$ cat config.mk
export PLATFORM = sky130hd
export DESIGN_NAME = quad_step_encoder
export DESIGN_NICKNAME = d
export VERILOG_FILES = /design/src/rtl/quad_pkg.sv /design/src/rtl/quad_step_encoder_step_timer.sv /design/src/rtl/quad_step_encoder.sv
export SDC_FILE = /design/constraint.sdc
export NUM_CORES = 1
export LEC_CHECK = 0
export CAP_MARGIN = 20
export CORE_AREA = 2 2 69 71
export DETAILED_ROUTE_END_ITERATION = 10
export DIE_AREA = 0 0 71 73
export DONT_BUFFER_PORTS = 1
export GPL_TIMING_DRIVEN = 1
export PLACE_DENSITY = 0.65
export REMOVE_ABC_BUFFERS = 1
export SYNTH_ARGS = -nofsm -noshare
export SYNTH_HDL_FRONTEND = slang
export SYNTH_HIERARCHICAL = 1
export SYNTH_SLANG_ARGS = --single-unit
export TNS_END_PERCENT = 10
$ cat constraint.sdc
create_clock -name clk -period 2 [get_ports clk]
set_input_delay 0.3 -clock clk [delete_from_list [all_inputs] [get_ports clk]]
set_output_delay 0.3 -clock clk [all_outputs]
set_load 0.01 [all_outputs]
$ cat src/rtl/quad_pkg.sv
// Shared quadrature definitions used by the step encoder and its matching decoder.
//   phase_t       2-bit Gray phase {qa,qb}
//   PH_*          named phase constants
//   state_t       encoder FSM states
//   next_phase()  one quadrature step in the requested direction
package quad_pkg;

  typedef logic [1:0] phase_t;

  localparam phase_t PH_00 = 2'b00;
  localparam phase_t PH_10 = 2'b10;
  localparam phase_t PH_11 = 2'b11;
  localparam phase_t PH_01 = 2'b01;

  typedef enum logic {IDLE, RUN} state_t;

  // Up (dir=1): 00 -> 10 -> 11 -> 01 -> 00 (A leads B). Down walks it backwards.
  function automatic phase_t next_phase(input logic dir, input phase_t ph);
    phase_t nxt;
    nxt = PH_00;
    if (dir) begin
      case (ph)
        PH_00:   nxt = PH_10;
        PH_10:   nxt = PH_11;
        PH_11:   nxt = PH_01;
        default: nxt = PH_00;
      endcase
    end else begin
      case (ph)
        PH_00:   nxt = PH_01;
        PH_01:   nxt = PH_11;
        PH_11:   nxt = PH_10;
        default: nxt = PH_00;
      endcase
    end
    return nxt;
  endfunction

endpackage

$ cat src/rtl/quad_step_encoder_step_timer.sv
// Step-period down-counter for the quadrature encoder.
//   clk, reset  clock / synchronous active-high reset
//   load        load counter with load_val (command accept)
//   run         count enable; on expiry reloads reload_val
//   load_val    value loaded on load
//   reload_val  value reloaded after each expiry
//   tick        counter is zero (a step is due when run is high)
module step_timer #(
  parameter int DIV_W = 8
) (
  input  logic             clk,
  input  logic             reset,
  input  logic             load,
  input  logic             run,
  input  logic [DIV_W-1:0] load_val,
  input  logic [DIV_W-1:0] reload_val,
  output logic             tick
);

  logic [DIV_W-1:0] cnt;

  always_ff @(posedge clk) begin
    if (reset) begin
      cnt <= '0;
    end else if (load) begin
      cnt <= load_val;
    end else if (run) begin
      cnt <= tick ? reload_val : cnt - DIV_W'(1);
    end
  end

  assign tick = (cnt == '0);

endmodule

$ cat src/rtl/quad_step_encoder.sv
// Quadrature transmitter: converts move commands (direction + step count) into
// A/B quadrature at a step period of div+1 cycles, and keeps a shadow position.
//   clk, reset            clock / synchronous active-high reset
//   cmd_valid/cmd_ready   command handshake (ready only while idle)
//   cmd_dir               1 = up (A leads B), 0 = down
//   cmd_steps             number of quadrature steps
//   div                   step period minus one, captured at accept
//   pos_load, pos_data    overwrite the shadow position (wins over a step)
//   qa, qb                quadrature outputs
//   busy                  command running
//   done                  one-cycle pulse at completion
//   pos                   shadow position, wraps mod 2^CNT_W
module quad_step_encoder
  import quad_pkg::*;
#(
  parameter int CNT_W = 4,
  parameter int DIV_W = 8
) (
  input  logic             clk,
  input  logic             reset,
  input  logic             cmd_valid,
  output logic             cmd_ready,
  input  logic             cmd_dir,
  input  logic [CNT_W-1:0] cmd_steps,
  input  logic [DIV_W-1:0] div,
  input  logic             pos_load,
  input  logic [CNT_W-1:0] pos_data,
  output logic             qa,
  output logic             qb,
  output logic             busy,
  output logic             done,
  output logic [CNT_W-1:0] pos
);

  state_t           state;
  logic             dir_q;
  logic [CNT_W-1:0] remaining;
  logic [DIV_W-1:0] div_q;
  phase_t           phase;

  logic accept;
  logic run_en;
  logic tick;
  logic step;

  assign accept = cmd_ready & cmd_valid;
  assign run_en = (state == RUN) && (remaining != '0);
  assign step   = run_en & tick;

  step_timer #(.DIV_W(DIV_W)) u_timer (
    .clk        (clk),
    .reset      (reset),
    .load       (accept),
    .run        (run_en),
    .load_val   (div),
    .reload_val (div_q),
    .tick       (tick)
  );

  // The final step leaves remaining at zero while still in RUN; the exit is
  // taken on the following cycle so done trails the last phase change by one.
  always_ff @(posedge clk) begin
    if (reset) begin
      state     <= IDLE;
      dir_q     <= 1'b0;
      remaining <= '0;
      div_q     <= '0;
      phase     <= PH_00;
      pos       <= '0;
      busy      <= 1'b0;
      done      <= 1'b0;
      cmd_ready <= 1'b1;
    end else begin
      done <= 1'b0;
      case (state)
        IDLE: begin
          if (accept) begin
            dir_q     <= cmd_dir;
            remaining <= cmd_steps;
            div_q     <= div;
            if (cmd_steps == '0) begin
              done <= 1'b1;
            end else begin
              state     <= RUN;
              busy      <= 1'b1;
              cmd_ready <= 1'b0;
            end
          end
        end
        RUN: begin
          if (step) begin
            phase     <= next_phase(dir_q, phase);
            remaining <= remaining - CNT_W'(1);
          end else if (remaining == '0) begin
            state     <= IDLE;
            busy      <= 1'b0;
            cmd_ready <= 1'b1;
            done      <= 1'b1;
          end
        end
        default: state <= IDLE;
      endcase

      if (pos_load) begin
        pos <= pos_data;
      end else if (step) begin
        pos <= dir_q ? pos + CNT_W'(1) : pos - CNT_W'(1);
      end
    end
  end

  assign qa = phase[1];
  assign qb = phase[0];

endmodule

==> results_dict.tcl <==
set metrics [dict create \
    status "finished clean" \
    slew_headroom_pct 67.0 \
    cp_slowest_stage_delay_ns 0.49 \
    start_util_pct 37.5 \
    synth_xor_area_share_pct 4.64 \
    place_area_mm2 0.00182 \
    synth_top_family_by_area "simple AND/OR/NAND/NOR gates" \
    area_growth_pct 14.2 \
    ys_types 45 \
    slew_viol_final 0 \
    drt_wl_total_mm 3.90 \
    tns_ns 0 \
    synthSimpleGateAreaFrac_pct 25.6 \
    hold_violations 0 \
    critical_path_class "register to register" \
    ff2ff_setup_slack_ns 0.07 \
    vias 1478 \
    cp-startpoint "u_timer/cnt[3]" \
    peakVddDrop_mv 0.288 \
    finalClockSkew_ns 0.00227 \
    avgSynthCellArea_um2 8.25 \
    regToRegStartpoint "u_timer/cnt[3]" \
    fin_crit_sh_pct 96.3 \
    postCtsHoldBufs 0 \
    final_core_utilization_pct 42.8 \
    grt_overflow 0 \
    setup-violations-final 0 \
    stdcell_count 271 \
    worstSetupEndpointType "register" \
    core_area_mm2 0.00454 \
    cts-root-buf "clkbuf_8" \
    synthMuxAreaShare_pct 3.09 \
    drive_above_1_share_pct 17.1 \
    ctsResizeCount 0 \
    portBuffers 0 \
    cp-endpoint "remaining[3]" \
    grt_first_pass_wirelength_mm 6.38 \
    crit_path_max_fanout 3 \
    num_antenna_cells 0 \
    arrival_ns 2.13 \
    grt_pass1_vias 1361 \
    r2r_end "remaining[3]" \
    die_w_um 71 \
    wl_per_cell_um 14.4 \
    cpMaxStageDelayCell "or4b_4" \
    seq_area_frac_synth_pct 36.5 \
    cts_made_buffers 5 \
    async_flop_share_pct 0 \
    path_clk_slew_ns 0.06 \
    dpl.cell_count 263 \
    drv_cap 0 \
    r2r_cells 7 \
    whs_ns 0.0838 \
    dp_hpwl_mm 2.81 \
    post-route-min-period_ns 1.93 \
    cp_top_family "simple AND/OR/NAND/NOR gates" \
    drt_iter0_markers 58 \
    place_congestion 0.827 \
    ys_ff_latch 31 \
    tightest_slew_ns 0.493 \
    final_common_cell "dfxtp_1" \
    grt_max_degree 33 \
    drt_pass1_iterations 4 \
    rsz0062_at_grt "true" \
    synth_compound_area_share_pct 21.0 \
    pwr_density_cell_mw_per_mm2 940 \
    hold_path_class "input pin to register" \
    rows 25 \
    synth_edf_count 0 \
    die-height_um 73 \
    cts_tree "built" \
    dpl_worst_slack_ns 0.0415 \
    clk_latency_ns 0.28 \
    postCtsSetupBuffers 0 \
    cts_max_level 2 \
    final_antenna_net_count 0 \
    syn_inst 206 \
    syn_area_mm2 0.00170 \
    setup_ws_ns 0.0734 \
    drc_errors 0 \
    max_freq_mhz 519 \
    ioPinCount 30 \
    crit_cells 7 \
    critPathLaunchType "register" \
    cts_buffer_depth 2 \
    drt-vias-per-instance 5.45 \
    design_area_mm2 0.00194 \
    layout_common_cells "31 x dfxtp_1, 30 x nand2_1, 28 x a21oi_1" \
    path_cells "nor4_4 -> nand3_4 -> clkinv_2 -> or4b_4 -> nor4b_4 -> a21oi_1 -> a211oi_2" \
    yosys_most_used_dff "dfxtp_1" \
    grt.total_usage_pct 15.6 \
    die-area_mm2 0.00518 \
    power.total_mw 1.82 \
    fillers 449 \
    p_leak_nw 0.733 \
    nets 243 \
    yosysWarnings 6 \
    cts_sinks 31 \
    grt_antenna_before_repair 0 \
    synth_adder_area_share_pct 4.86 \
    crit_required_ns 2.20 \
    critPathBufInv 1 \
]
[layer usage]
| layer | track usage, % | part of all wire (%) | vias to the layer above |
|---|---|---|---|
| li1 | - | - | 751 |
| met1 | 20.2 | 45 | 694 |
| met2 | 24.6 | 50 | 21 |
| met3 | 4.28 | 3.0 | 12 |
| met4 | 6.71 | 2.5 | 0 |
| met5 | 0 | 0 | - |
[synth_stat cells, types with 2 or more instances]
| master | number | area (um2) |
|---|---|---|
| dfxtp_1 | 31 | 621 |
| nand2_1 | 30 | 113 |
| a21oi_1 | 28 | 140 |
| nor2_1 | 14 | 52.6 |
| inv_1 | 10 | 37.5 |
| nor3b_1 | 9 | 67.6 |
| a211oi_1 | 7 | 52.6 |
| clkbuf_1 | 6 | 22.5 |
| o21ai_0 | 6 | 30.0 |
| o22ai_1 | 6 | 37.5 |
| ha_1 | 5 | 62.6 |
| nand3_1 | 5 | 25.0 |
| xor2_1 | 5 | 43.8 |
| nor3_1 | 4 | 20.0 |
| xnor2_1 | 4 | 35.0 |
| and3_1 | 3 | 18.8 |
| mux2i_1 | 3 | 30.0 |
| buf_1 | 2 | 7.51 |
| mux2_2 | 2 | 22.5 |
[state kept, by name, summed over array words and instances (netlist names)]
name	count
busy	1
cmd_ready	1
dir_q	1
div_q	8
done	1
phase	2
pos	4
remaining	4
state	1
u_timer/cnt	8
[area by class of cell]
cell class,count,area [um2],share of cell area (%)
multi-input combinational,156,1030,52.9
sequential,31,621,32.0
clock buffer,8,100,5.16
timing repair buffer,11,82.6,4.26
tap,54,67.6,3.48
inverter,11,42.5,2.19
[cell families after synthesis]
| group | after synthesis |
|---|---|
| xor+xnor | 9 |
| mux | 5 |
| buf+inv | 19 |
| flops | 31 |
| compound gates | 57 |
| fa+ha+maj | 6 |
| simple gates | 79 |
[power by group]
part / switching (mW) / internal (mW)
Combinational: 0.291 / 0.246
Clock: 0.221 / 0.314
Sequential: 0.0707 / 0.682
Total: 0.583 / 1.24
[worst min-delay path by stage]
stage | start | end | cells after the start
final | reset | div_q[1] | 1
after global routing | reset | div_q[5] | 1
after CTS | reset | remaining[3] | 1
after detailed placement | reset | remaining[3] | 1
after global placement | reset | remaining[3] | 1
after floorplan | reset | remaining[3] | 1
No activity file was read; power rests on OpenSTA's default activity.
